### config.mk
export PLATFORM = sky130hd
export DESIGN_NAME = mem_stall_ctrl
export DESIGN_NICKNAME = d
export VERILOG_FILES = /design/src/rtl/mem_stall_ctrl.sv
export SDC_FILE = /design/constraint.sdc
export NUM_CORES = 1
export LEC_CHECK = 0
export ABC_CLOCK_PERIOD_IN_PS = 10310
export CORE_ASPECT_RATIO = 1.4
export CORE_UTILIZATION = 45
export CTS_BUF_LIST = sky130_fd_sc_hd__clkbuf_8
export CTS_CLUSTER_DIAMETER = 100
export DETAILED_ROUTE_END_ITERATION = 16
export HOLD_SLACK_MARGIN = 0.15
export MAX_ROUTING_LAYER = met4
export PLACE_DENSITY = 0.88
export SLEW_MARGIN = 20
export SYNTH_ARGS = -nofsm -noshare
export SYNTH_HDL_FRONTEND = slang
export SYNTH_SLANG_ARGS = --single-unit
### constraint.sdc
create_clock -name clk -period 10.31 [get_ports clk]
set_input_delay 2.5775 -clock clk [delete_from_list [all_inputs] [get_ports clk]]
set_output_delay 2.5775 -clock clk [all_outputs]
set_load 0.02 [all_outputs]
### src/rtl/mem_stall_ctrl.sv
// MEM-stage data-memory sequencer: issues the request, holds F/D/E/M, bubbles W until done.
// Optional watchdog: define MEM_TIMEOUT_EN to add the request timeout counter and ERR state.
module mem_stall_ctrl #(
   parameter int unsigned TIMEOUT_CYCLES = 255
) (
   input  logic        clk,
   input  logic        reset,
   input  logic        MemReadM,
   input  logic        MemWriteM,
   input  logic [31:0] ALUOutM,
   input  logic [31:0] WriteDataM,
   output logic        mem_req,
   output logic        mem_we,
   output logic [31:0] mem_addr,
   output logic [31:0] mem_wdata,
   input  logic        mem_ready,
   input  logic [31:0] mem_rdata,
   output logic [31:0] ReadDataM,
   output logic        stallF,
   output logic        stallD,
   output logic        stallE,
   output logic        stallM,
   output logic        clearW,
   output logic        busy,
   output logic        timeout_err
);

   if (TIMEOUT_CYCLES < 1 || TIMEOUT_CYCLES > 65535) begin : g_bad_timeout
      $error("mem_stall_ctrl: TIMEOUT_CYCLES must be in 1..65535");
   end

   typedef enum logic [1:0] {
      S_IDLE = 2'd0,
      S_REQ  = 2'd1,
      S_DONE = 2'd2
`ifdef MEM_TIMEOUT_EN
      ,
      S_ERR  = 2'd3
`endif
   } state_e;

   state_e      state_q, state_d;
   logic [31:0] mem_addr_q, mem_addr_d;
   logic [31:0] mem_wdata_q, mem_wdata_d;
   logic [31:0] read_data_q, read_data_d;
   logic        is_write_q, is_write_d;
   logic        access;
   logic        stall;

`ifdef MEM_TIMEOUT_EN
   localparam logic [15:0] TIMEOUT_LAST = 16'(TIMEOUT_CYCLES - 1);

   logic [15:0] cnt_q, cnt_d;
   logic        timeout_err_q, timeout_err_d;
`endif

   assign access = MemReadM | MemWriteM;

   // NOTE: every signal gets a default before the case so no path leaves one unassigned (no latches).
   always_comb begin
      state_d     = state_q;
      mem_addr_d  = mem_addr_q;
      mem_wdata_d = mem_wdata_q;
      read_data_d = read_data_q;
      is_write_d  = is_write_q;
      stall       = 1'b0;
      mem_req     = 1'b0;
      mem_we      = 1'b0;
`ifdef MEM_TIMEOUT_EN
      cnt_d         = cnt_q;
      timeout_err_d = timeout_err_q;
`endif

      case (state_q)
         S_IDLE: begin
            if (access) begin
               stall       = 1'b1;
               mem_addr_d  = ALUOutM;
               mem_wdata_d = WriteDataM;
               // A simultaneous read+write is handled as a store.
               is_write_d  = MemWriteM;
               state_d     = S_REQ;
`ifdef MEM_TIMEOUT_EN
               cnt_d       = 16'd0;
`endif
            end
         end

         S_REQ: begin
            stall   = 1'b1;
            mem_req = 1'b1;
            mem_we  = is_write_q;
            if (mem_ready) begin
               if (!is_write_q) begin
                  read_data_d = mem_rdata;
               end
               state_d = S_DONE;
            end
`ifdef MEM_TIMEOUT_EN
            else if (cnt_q == TIMEOUT_LAST) begin
               state_d       = S_ERR;
               timeout_err_d = 1'b1;
            end else begin
               cnt_d = cnt_q + 16'd1;
            end
`endif
         end

         // One release cycle; returning to IDLE keeps the same M instruction from re-triggering.
         S_DONE: begin
            state_d = S_IDLE;
         end

`ifdef MEM_TIMEOUT_EN
         S_ERR: begin
            stall = 1'b1;
         end
`endif

         default: begin
            state_d = S_IDLE;
         end
      endcase
   end

   // NOTE: the address/data registers are reset too, since their reset value of zero is observable on the ports.
   always_ff @(posedge clk or posedge reset) begin
      if (reset) begin
         state_q     <= S_IDLE;
         mem_addr_q  <= 32'd0;
         mem_wdata_q <= 32'd0;
         read_data_q <= 32'd0;
         is_write_q  <= 1'b0;
      end else begin
         // NOTE: non-blocking assignments so every flop samples the pre-edge value of every other flop.
         state_q     <= state_d;
         mem_addr_q  <= mem_addr_d;
         mem_wdata_q <= mem_wdata_d;
         read_data_q <= read_data_d;
         is_write_q  <= is_write_d;
      end
   end

`ifdef MEM_TIMEOUT_EN
   always_ff @(posedge clk or posedge reset) begin
      if (reset) begin
         cnt_q         <= 16'd0;
         timeout_err_q <= 1'b0;
      end else begin
         cnt_q         <= cnt_d;
         timeout_err_q <= timeout_err_d;
      end
   end

   assign timeout_err = timeout_err_q;
`else
   assign timeout_err = 1'b0;
`endif

   assign mem_addr  = mem_addr_q;
   assign mem_wdata = mem_wdata_q;
   assign ReadDataM = read_data_q;
   assign busy      = (state_q != S_IDLE);

   // W is never stalled; it is cleared so bubbles enter WB while M is held.
   assign stallF = stall;
   assign stallD = stall;
   assign stallE = stall;
   assign stallM = stall;
   assign clearW = stall;

endmodule

Word level (Yosys, flattened, before mapping)
Cells that the tools add are included.
W data, S select, Z words.
{"block": "word_totals", "register_bits": 99, "elab_cells": 22, "output_inout_bits": 105}
{"block": "op_classes", "mux": 7, "reduce_logical": 5, "eq_ne": 3, "bitwise": 2}
{"cell": "$mux W2", "n": 2}
{"cell": "$ne A2 B2 Y1 const B", "n": 2}
{"cell": "$pmux W2 S2", "n": 1}
{"cell": "$reduce_and A2 Y1", "n": 2}
{"cell": "$mux W1", "n": 3}
{"cell": "$reduce_and A3 Y1", "n": 1}
{"cell": "$eq A2 B1 Y1 const B", "n": 1}
{"cell": "$logic_not A2 Y1", "n": 1}
{"cell": "$pmux W1 S2", "n": 1}
{"cell": "$reduce_bool A2 Y1", "n": 1}
{"cell": "$not A1 Y1", "n": 1}
{"cell": "$or A1 B1 Y1", "n": 1}

Logic depth before layout (Yosys ltp)
{"block": "logic_depth", "ltp_word": 3, "depth_mapped": 5}

Least setup slack after synthesis
No wires, ideal clock.
{"block": "synth_path", "path_kind": "input to output", "start": "input port MemWriteM", "end": "output port stallD", "slack_ns": 4.466, "arrival_time_ns": 3.267, "required_time_ns": 7.733, "path_buffers": 1, "path_stages": 3, "cell_sequence": "nor3_1 -> nor2_1 -> buf_4"}
{"block": "synth_via", "elab_chain_len": 3}
{"item": "start, declared", "line_no": "9", "rtl": "input logic MemWriteM,"}
{"item": "$or A1 B1 Y1", "line_no": "57", "rtl": "assign access = MemReadM | MemWriteM;"}
{"item": "$mux W1", "line_no": "76", "rtl": "if (access) begin"}
{"item": "$pmux W1 S2", "line_no": "74", "rtl": "case (state_q)"}
{"item": "end, declared", "line_no": "20", "rtl": "output logic stallD,"}
Every way passes these cells.

Worst setup path in the final report
{"block": "layout_path", "start": "input port MemWriteM", "end": "output port clearW"}
{"block": "layout_via", "elab_chain_len": 3}
{"item": "$or A1 B1 Y1", "line_no": "57"}
{"item": "$mux W1", "line_no": "76"}
{"item": "$pmux W1 S2", "line_no": "74"}
{"item": "end, declared", "line_no": "23", "rtl": "output logic clearW,"}
Every way passes these cells.

==> metrics.txt <==
outcome=completed; antenna violations before repair=0; Num CTS Buffers=9; crit-path cells=clkdlybuf4s50_1, nor3_1, nor2_1, clkdlybuf4s50_1; sequential-to-total area share from yosys stat=59.3%; Synth cell types=18; Worst path max stage delay=690 ps; #FFs+latches synth=99; WL/cell=17.4 µm; Max Freq=149 MHz; share of cells above drive strength 1=28.1%; synthesized cell area=4180 µm²; Buffers on Ports=204; clock-pin slew on the worst setup and hold paths=80 ps; Total Power=2040 µW; WHS=514 ps; maximum vdd drop=0.184 mV; Initial Utilization=46.2%; Iter 0 DRT Violations=72; Routed Antenna Nets=0; CP Class=input port to primary output; period utilization=65.0%; max-cap violations=0; Root Buffer=clkbuf_8; DR vias/cell=4.89; RSZ-0062 raised after global routing=false; Tightest Hold Check Type=register to register; post-CTS setup buffer count=0; fin util=70.8%; Startpoint Class=input port; first drt pass iteration count=4; final WL=9.38 mm; total number of vias=2630; global-route wire length before repair=14.8 mm; cell repeated most along the worst path=clkdlybuf4s50_1; slowest CP cell=clkdlybuf4s50_1; Final Max Tran Viols=0; Die Y-Extent=116 µm; Resize count post-CTS=0; CTS tree=yes; Syn Nets=326; Ports=206; static leakage=0.00281 µW; H-tree lvl count=3; area delta synth->final=53.1%; critical path peak fanout=5; Final nets=527; DIE WIDTH=83.4 µm; vias in the first global route=2956; Final Hold Fails=0; CP required=7730 ps; largest net degree at the start of global routing=85; Tmin final=6710 ps; Least-Margin Pin Slew=1130 ps; clock latency on the worst-skew pair=360 ps; area of the die=9670 µm²; Final Setup Violations=0; GRT Resource Usage Total=20.5%; kind of end point of the critical path=primary output; Final WS setup=3600 ps; mean area per synthesized cell=18.6 µm²; total core area=9030 µm²; # DRC=0; pwr dens=320 nW/µm²; buffer levels on the longest clock path=2; slew margin rel.=24.7%; Synthesis Warnings=0; Detail Placement HPWL=6.82 mm; final setup TNS=0 ps; Mapped Cells=225; GR Overflow Total=0; clock skew=8.89 ps; diode count=0; RD Place Congestion=0.801; Place WS=3600 ps; CP arrival=4130 ps; crit-path leading delay family=buffers and inverters; FP Rows=41; CTS sink count=99; Hold Buf Count CTS=0; Buf/Inv on CP=2
-- power breakdown --
group | internal (µW) | switching [µW]
Clock | 114 | 129
Sequential | 580 | 112
Combinational | 646 | 462
-- worst paths after layout --
path / endpoint / slack [ps] / cells after the start / startpoint
max in group asynchronous: mem_addr[10] / 6820 / 3 / reset
worst max-delay path: clearW / 3600 / 4 / MemWriteM
min in group asynchronous: state_q[1] / 2480 / 2 / reset
worst min-delay path: ReadDataM[23] / 510 / 1 / ReadDataM[23]
worst max register to register: mem_addr[30] / 8080 / 4 / state_q[1]
worst min register to register: ReadDataM[23] / 510 / 1 / ReadDataM[23]
-- final cells by class --
type | count | area (µm²)
Fill cell | 611 | 2640
Clock inverter | 3 | 20.0
Inverter | 2 | 10.0
Timing Repair Buffer | 206 | 2060
Multi-Input combinational cell | 108 | 1510
Sequential cell | 99 | 2480
Clock buffer | 13 | 179
Tap cell | 107 | 134
-- metal layers --
layer / GRT usage (%) / vias to the layer above / part of all wire, %
li1: - / 1169 / -
met1: 24.1 / 1300 / 39
met2: 33.1 / 131 / 51
met3: 4.27 / 30 / 5.3
met4: 11.6 / 0 / 4.2
met5: - / - / 0
-- cell usage after synthesis --
master | count | area [µm²]
dfrtp_1 | 99 | 2480
mux2_4 | 90 | 1350
buf_6 | 8 | 90.1
mux2_2 | 6 | 67.6
buf_4 | 5 | 37.5
buf_12 | 3 | 60.1
and2_2 | 2 | 15.0
inv_1 | 2 | 7.51
a211oi_1 | 1 | 7.51
a22o_1 | 1 | 8.76
and3b_1 | 1 | 8.76
conb_1 | 1 | 3.75
nand2_1 | 1 | 3.75
nor2_1 | 1 | 3.75
nor2_2 | 1 | 6.26
nor2b_4 | 1 | 13.8
nor3_1 | 1 | 5.00
o21a_1 | 1 | 7.51
-- cells by family after synthesis --
group / after synthesis / synth area share [%]
flops: 99 / 59.3
mux: 96 / 34.0
other cells: 1 / 0.0898
buf+inv: 18 / 4.68
compound gates: 3 / 0.570
simple gates: 8 / 1.35
-- flip-flops by register name (all words and copies together) (netlist names) --
name / flops
state_q: 2
ReadDataM: 32
mem_addr: 32
is_write_q: 1
mem_wdata: 32
-- stage by stage --
stage	cells	cell area, µm²
finish	538	6390
global route	538	6390
CTS	538	6390
detailed placement	522	6190
global placement	522	6190
floorplan	225	4180
-- cell usage in the layout (no fill, tap or decap) --
master | Yosys | layout
clkdlybuf4s50_1 | 0 | 204
dfrtp_1 | 99 | 99
mux2_4 | 90 | 90
clkbuf_8 | 0 | 13
mux2_2 | 6 | 6
and2_2 | 2 | 2
clkinvlp_4 | 0 | 2
nor2b_4 | 1 | 1
and3b_2 | 0 | 1
nor2_2 | 1 | 1
o21a_4 | 0 | 1
inv_1 | 2 | 1
nor3_1 | 1 | 1
nor2_1 | 1 | 1
inv_4 | 0 | 1
nand2_1 | 1 | 1
a22o_1 | 1 | 1
a211oi_1 | 1 | 1
conb_1 | 1 | 1
clkinv_2 | 0 | 1
buf_4 | 5 | 1
buf_6 | 8 | 1
No activity file was read; power rests on OpenSTA's default activity.
